===== config.mk =====
export PLATFORM = sky130hd
export DESIGN_NAME = seg_display_driver
export DESIGN_NICKNAME = d
export VERILOG_FILES = /design/src/rtl/seg_display_driver.sv
export SDC_FILE = /design/constraint.sdc
export NUM_CORES = 1
export LEC_CHECK = 0
export BUFFER_PORTS_ARGS = -buffer_cell sky130_fd_sc_hd__buf_2
export CAP_MARGIN = 30
export CORE_MARGIN = 8
export CORE_UTILIZATION = 50
export CTS_BUF_LIST = sky130_fd_sc_hd__clkbuf_8
export CTS_CLUSTER_DIAMETER = 80
export DETAILED_ROUTE_END_ITERATION = 7
export PLACE_DENSITY = 0.85
export SETUP_SLACK_MARGIN = 0.2
export SLEW_MARGIN = 25
export SYNTH_ARGS = -nofsm -noshare
export SYNTH_HDL_FRONTEND = slang
export SYNTH_SLANG_ARGS = --single-unit

===== constraint.sdc =====
create_clock -name clk -period 1.78 [get_ports clk]
set_input_delay 0.356 -clock clk [delete_from_list [all_inputs] [get_ports clk]]
set_output_delay 0.356 -clock clk [all_outputs]
set_load 0.005 [all_outputs]

===== src/rtl/seg_display_driver.sv =====
// Double-buffered 4-digit hex display word feeding registered 7-segment drive.
// The shadow word is promoted to the active word only at a frame boundary, so digits never tear.
module seg_display_driver #(
  parameter bit SEG_ACTIVE_LOW = 1'b1,
  parameter bit LZ_BLANK       = 1'b0
) (
  input  logic        clk,
  input  logic        reset,
  input  logic [3:0]  an,
  input  logic        wr_en,
  input  logic [15:0] wr_data,
  input  logic [3:0]  wr_dp,
  output logic        wr_ready,
  output logic [6:0]  seg,
  output logic        dp,
  output logic [3:0]  an_o,
  output logic        frame_start
);

  localparam logic [6:0] SEG_OFF = SEG_ACTIVE_LOW ? 7'h7F : 7'h00;
  localparam logic       DP_OFF  = SEG_ACTIVE_LOW;

  logic [15:0] r_shadowWord;
  logic [3:0]  r_shadowDp;
  logic [15:0] r_activeWord;
  logic [3:0]  r_activeDp;
  logic        r_pending;
  logic [3:0]  r_prevAn;

  logic        w_fs;
  logic        w_wrAccept;
  logic        w_swap;
  logic [3:0]  w_nibble;
  logic        w_dpBit;
  logic        w_legal;
  logic        w_blank;
  logic [6:0]  w_hex;
  logic [6:0]  w_segRaw;
  logic        w_dpRaw;

  assign wr_ready   = ~r_pending;
  assign w_fs       = (an == 4'b1000) && (r_prevAn == 4'b0001);
  assign w_wrAccept = wr_en && !r_pending;
  assign w_swap     = w_fs && r_pending;

  // A digit is a leading zero when it and every digit to its left are zero.
  always_comb begin
    w_nibble = 4'h0;
    w_dpBit  = 1'b0;
    w_legal  = 1'b1;
    w_blank  = 1'b0;
    case (an)
      4'b1000: begin
        w_nibble = r_activeWord[15:12];
        w_dpBit  = r_activeDp[3];
        w_blank  = LZ_BLANK && (r_activeWord[15:12] == 4'h0);
      end
      4'b0100: begin
        w_nibble = r_activeWord[11:8];
        w_dpBit  = r_activeDp[2];
        w_blank  = LZ_BLANK && (r_activeWord[15:8] == 8'h00);
      end
      4'b0010: begin
        w_nibble = r_activeWord[7:4];
        w_dpBit  = r_activeDp[1];
        w_blank  = LZ_BLANK && (r_activeWord[15:4] == 12'h000);
      end
      4'b0001: begin
        w_nibble = r_activeWord[3:0];
        w_dpBit  = r_activeDp[0];
      end
      default: w_legal = 1'b0;
    endcase
  end

  always_comb begin
    case (w_nibble)
      4'h0:    w_hex = 7'h3F;
      4'h1:    w_hex = 7'h06;
      4'h2:    w_hex = 7'h5B;
      4'h3:    w_hex = 7'h4F;
      4'h4:    w_hex = 7'h66;
      4'h5:    w_hex = 7'h6D;
      4'h6:    w_hex = 7'h7D;
      4'h7:    w_hex = 7'h07;
      4'h8:    w_hex = 7'h7F;
      4'h9:    w_hex = 7'h6F;
      4'hA:    w_hex = 7'h77;
      4'hB:    w_hex = 7'h7C;
      4'hC:    w_hex = 7'h39;
      4'hD:    w_hex = 7'h5E;
      4'hE:    w_hex = 7'h79;
      default: w_hex = 7'h71;
    endcase
  end

  assign w_segRaw = (w_legal && !w_blank) ? w_hex : 7'h00;
  assign w_dpRaw  = w_legal & w_dpBit;

  // Write and swap are mutually exclusive: a write needs pending clear, a swap needs it set.
  always_ff @(posedge clk or negedge reset) begin
    if (!reset) begin
      r_shadowWord <= 16'h0000;
      r_shadowDp   <= 4'h0;
      r_activeWord <= 16'h0000;
      r_activeDp   <= 4'h0;
      r_pending    <= 1'b0;
      r_prevAn     <= 4'b0001;
      seg          <= SEG_OFF;
      dp           <= DP_OFF;
      an_o         <= 4'b0000;
      frame_start  <= 1'b0;
    end else begin
      r_prevAn    <= an;
      frame_start <= w_fs;
      an_o        <= an;
      seg         <= SEG_ACTIVE_LOW ? ~w_segRaw : w_segRaw;
      dp          <= SEG_ACTIVE_LOW ? ~w_dpRaw : w_dpRaw;
      if (w_wrAccept) begin
        r_shadowWord <= wr_data;
        r_shadowDp   <= wr_dp;
        r_pending    <= 1'b1;
      end else if (w_swap) begin
        r_activeWord <= r_shadowWord;
        r_activeDp   <= r_shadowDp;
        r_pending    <= 1'b0;
      end
    end
  end

endmodule


# After elaboration in Yosys (flattened, before gate mapping)
# Memory sizes are Yosys's and may differ from the RTL's.
# Cells that the tools add are included.
# totals
regBits,58
in_bits,27
mem_bits_ro,112
memories,1
output_inout_bits,14
# memory_table
name,words,width,rd,rd_ports_with_merged_regs,wr,line,text
(name not given),16,7,1,0,0,77,case (w_nibble)
# classes
bitwise_logic,5
eq_ne,5
n_mux,6
n_reduce_logical,7
# op_table
op,count
$pmux 4 s4,1
$eq 4x1->1 const B,2
$mux 7,1
$not 7->7,1
$eq 4x2->1 const B,1
$eq 4x3->1 const B,1
$eq 4x4->1 const B,1
$pmux 1 s4,1
$reduce_or 4->1,1
$logic_and 1x1->1,3
$mux 1,3
$not 1->1,3
$reduce_and 2->1,1
$reduce_bool 2->1,1
$and 1x1->1,1
$logic_not 1->1,1

# Logic depth before layout (Yosys ltp)
# logic_depth
word_depth,5
ltp_mapped,9
ltp_nobuf,8

# Worst setup path before layout
# OpenSTA, ideal clock, no wires.
# synth_path
kind,input-to-reg
startpoint,in an[0]
endpoint,reg seg[0]
slack_ns,-0.312
path_stages,8
path_buffers,1
t_arrival_ns,2.013
path_cell_list,buf_4 nor2b_1 a22o_1 a221oi_2 inv_2 ha_1 or3_1 o211a_1
# synth_via
elab_chain_len,5
# synth_lines
item,line,text
"start, declared",9,"input logic [3:0] an,"
"$eq 4x1->1, or another cell as far along",52,case (an)
$pmux 4 s4 / $reduce_or 4->1 (equally long branches),--,
$mem_v2 16x7 / $mux 1 (equally long branches),--,
$mux 7 (*),97,assign w_segRaw = (w_legal && !w_blank) ? w_hex : 7'h00;
$not 7->7 (*),117,seg <= SEG_ACTIVE_LOW ? ~w_segRaw : w_segRaw;
"end signal, assigned",117,
"end, declared",14,"output logic [6:0] seg,"
# Every way passes the cells marked *; elsewhere a longest branch is shown, timed or not.
# A chain may end at the register's enable or synchronous reset.

# Final worst setup path
# layout_path
startpoint,reg r_activeWord[1]
endpoint,reg seg[0]
# layout_via
elab_chain_len,4
# layout_lines
item,line,text
"start, declared",25,logic [15:0] r_activeWord;
"start signal, assigned",124,r_activeWord <= r_shadowWord;
$pmux 4 s4,52,
$mem_v2 16x7,--,
$mux 7,97,
$not 7->7,117,
# No other way between the ends.

==> summary.md <==
| Metric | Value |
|---|---|
| Status | `complete, but fails checks` |
| Violated checks | `setup timing` |
| Initial cell density of the core | `0.5129` |
| Top cells by area, synth | `dfrtp_1, mux2_4, dfstp_2` |
| WP data arrival | `2.07 ns` |
| # rows | `26` |
| WL final | `5513 um` |
| Top cells by count, synth | `dfrtp_1, mux2_2, mux2_4, dfstp_2, nand3b_1` |
| Most used flip-flop cell after synthesis | `dfrtp_1` |
| Fillcell total | `341` |
| Bufs on Longest Clock Path | `2` |
| Synth unique cells | `a little over 50` |
| Tmin final | `1.816 ns` |
| Met3 Track Usage GR | `0.03659` |
| Synth top area share | `0.4451` |
| Worst-path clk slew | `approximately 0.09 ns` |
| DP HPWL | `about 3700 um` |
| TritonCTS Buffers | `5` |
| CTS HTree Levels | `2` |
| Initial antenna violation count | `0` |
| CTS tree | `done` |
| Fin crit share | `1.020` |
| Ys async rst share | `1.000` |
| Syn_nets | `214` |
| First-pass GRT wire length | `~9100 um` |
| Layout cell share with drive strength beyond 1 | `0.6216` |
| CP Max Fanout | `4` |
| Largest net degree at the start of global routing | `56` |
| Top Usage Layer GRT | `met2` |
| Peak VDD IR | `593.8 uV` |
| Vias per cell | `between 5 and 6` |
| Worst EP required | `approximately 2 ns` |
| RSZ-0062 raised after global routing | `yes` |
| Largest area contributor in the netlist | `dfrtp_1` |
| Worst setup margin | `-0.03565 ns` |
| Final Hold Fails | `0` |
| CP Launch Type | `flip-flop` |
| Worst-Skew Late Latency | `roughly 0.3 ns` |
| M2 GR Usage | `0.2715` |
| Core box area | `5042 sq um` |
| Leak pwr | `1.648 nW` |
| Reg-to-reg startpoint | `r_activeWord[1]` |
| RePlAce Congestion | `0.8279` |
| Syn-to-layout area delta | `33.82%` |
| Crit path capture type | `flip-flop` |
| Final setup vio count | `3` |
| Final instance area | `3461 sq um` |
| Sequential Area | `about 1400 sq um` |
| Met1 Use GR | `0.1715` |
| Power per cell area | `~800 nW/um^2` |
| Wire length per cell | `16.76 um` |
| Die Wd | `87.92 um` |
| Synth Warn # | `0` |
| DRC violations left | `0` |
| Syn Inst Count | `between 150 and 200` |
| Area of the multi-input gates | `between 1000 and 1500 sq um` |
| Tot Pwr | `0.002761 W` |
| PortBufs | `40` |
| Sink count of the clock tree | `55` |
| I/O Pins | `between 40 and 50` |
| Root buf cell | `clkbuf_8` |
| Crit. Startpoint | `r_activeWord[1]` |
| Most frequent cell after synthesis | `dfrtp_1` |
| Number of global-route vias before repair | `1,888` |
| Mapped cell area | `2586 sq um` |
| Min-Delay Path Class | `in -> async` |
| Rel. slew slack | `0.7528` |
| Iter 0 DRT Violations | `56` |
| Nets | `approximately 290` |
| Antenna diodes | `0` |
| Max-Cap Viols | `0` |
| DR vias | `1,742` |
| Placement Cell Area | `3133 sq um` |
| Clk_skew | `0.006779 ns` |
| Pre-Repair DR Iteration Count | `4` |
| DIE AREA | `between 7000 and 8000 sq um` |
| Remaining Overflow, GRT | `0` |
| WS Path Type | `reg -> reg` |
| Chip height | `slightly below 90 um` |
| Sequential share of the synthesized area | `0.5365` |
| GRT Total Usage | `0.1525` |
| Syn Area/Cell | `14.29 sq um` |
| Fmax | `about 550 MHz` |
| #FFs+latches synth | `55` |
| Worst-Margin Slew | `roughly 0.37 ns` |
| Slew Limit Fails | `0` |
| Antenna Nets Post-Route | `0` |
| EDFF count, synth | `0` |
==> layout make-up <==
cell class | count | share of cell area
inverter | 3 | 0.003254
timing repair buffer | 82 | 0.1858
tap | 70 | 0.02531
multi-input combinational | 111 | 0.3463
clock buffer | 5 | 0.01988
clock inverter | 3 | 0.01844
sequential | 55 | 0.4009
==> power by group <==
part           internal, W  switching [W]  leakage (nW)
logic             0.000223       0.000142         0.894
clock network     0.000556       0.000386        0.0695
registers          0.00138      0.0000700         0.685
total              0.00216       0.000597          1.65
==> flip-flops by register name, indices dropped and copies added (netlist names) <==
name          count
r_activeWord     16
r_shadowWord     16
seg               7
r_activeDp        4
r_shadowDp        4
r_prevAn          3
an_o              2
dp                1
frame_start       1
r_pending         1
==> layout by cell type, fill, tap and decap left out, types with 2 or more instances in the layout <==
master	netlist	layout
ha_1	6	2
mux2_2	21	20
inv_2	1	2
nor2b_4	0	2
nor2_1	5	5
nor4b_4	1	2
dfrtp_1	46	46
buf_2	1	37
a211oi_1	5	4
inv_1	2	2
clkbuf_8	0	5
dfstp_2	9	9
a211oi_2	2	3
nand3b_1	8	8
ha_4	0	2
a21oi_1	4	3
buf_6	4	8
nor3_1	2	2
nand2_1	2	2
buf_4	5	30
ha_2	0	2
mux2_4	19	20
buf_12	0	5
o21ai_1	1	2
mux2i_1	2	2
bufinv_16	0	2
==> cell families (layout without fill, tap and decap cells) <==
group,count (synthesis),after routing,share of synthesized area
buffers and inverters,15,93,0.04112
muxes,42,42,0.2095
adders and majority gates,6,6,0.02903
DFF,55,55,0.5365
AOI/OAI and AO/OA,30,30,0.09483
xor gates and xnor gates,1,1,0.003387
and+or+nand+nor,32,32,0.08565
==> routing by layer <==
metal	vias up	wire length [um]
li1	812	-
met1	877	2240
met2	42	2942
met3	11	238
met4	0	92
met5	-	0
==> through the flow <==
step | hold WS (ns) | utilization | TNS, ns | std cells | worst slack [ns]
after floorplan | 0.06041 | - | -0.4198 | 181 | -0.1464
after global placement | 0.3683 | 0.6213 | -4.332 | 313 | -0.2886
after detailed placement | 0.3718 | 0.6213 | -4.690 | 313 | -0.3560
after CTS | 0.03837 | 0.6821 | 0 | 329 | 0.004214
after global routing | 0.04095 | 0.6864 | -0.3437 | 329 | -0.1153
final | 0.02276 | 0.6864 | -0.07953 | 329 | -0.03565
==> worst max-delay path: stages (launching register included) <==
cell and delay [ns]:
dfrtp_1 0.41, a22o_1 0.27, a221oi_4 0.32, ha_2 0.27, buf_4 0.12, a2bb2oi_1 0.20, o211a_1 0.18
==> timing repair <==
action,CTS,global route
gates resized for setup,20,6
gates cloned,1,0
pin swaps,5,3
setup endpoints to repair,27,28
hold buffers,0,0
setup buffers,7,0
==> path summary, 6_finish.rpt <==
| check | slack (ns) | depth (start not counted) | end |
|---|---|---|---|
| worst min-delay path | 0.02 | 2 | r_pending |
| max in group asynchronous | 1.45 | 2 | r_prevAn[0] |
| worst max register to register | -0.04 | 6 | seg[0] |
| worst min register to register | 0.45 | 1 | dp |
| worst max-delay path | -0.04 | 6 | seg[0] |
| min in group clk | 0.17 | 1 | r_prevAn[2] |
(Power assumes the default switching activity.)
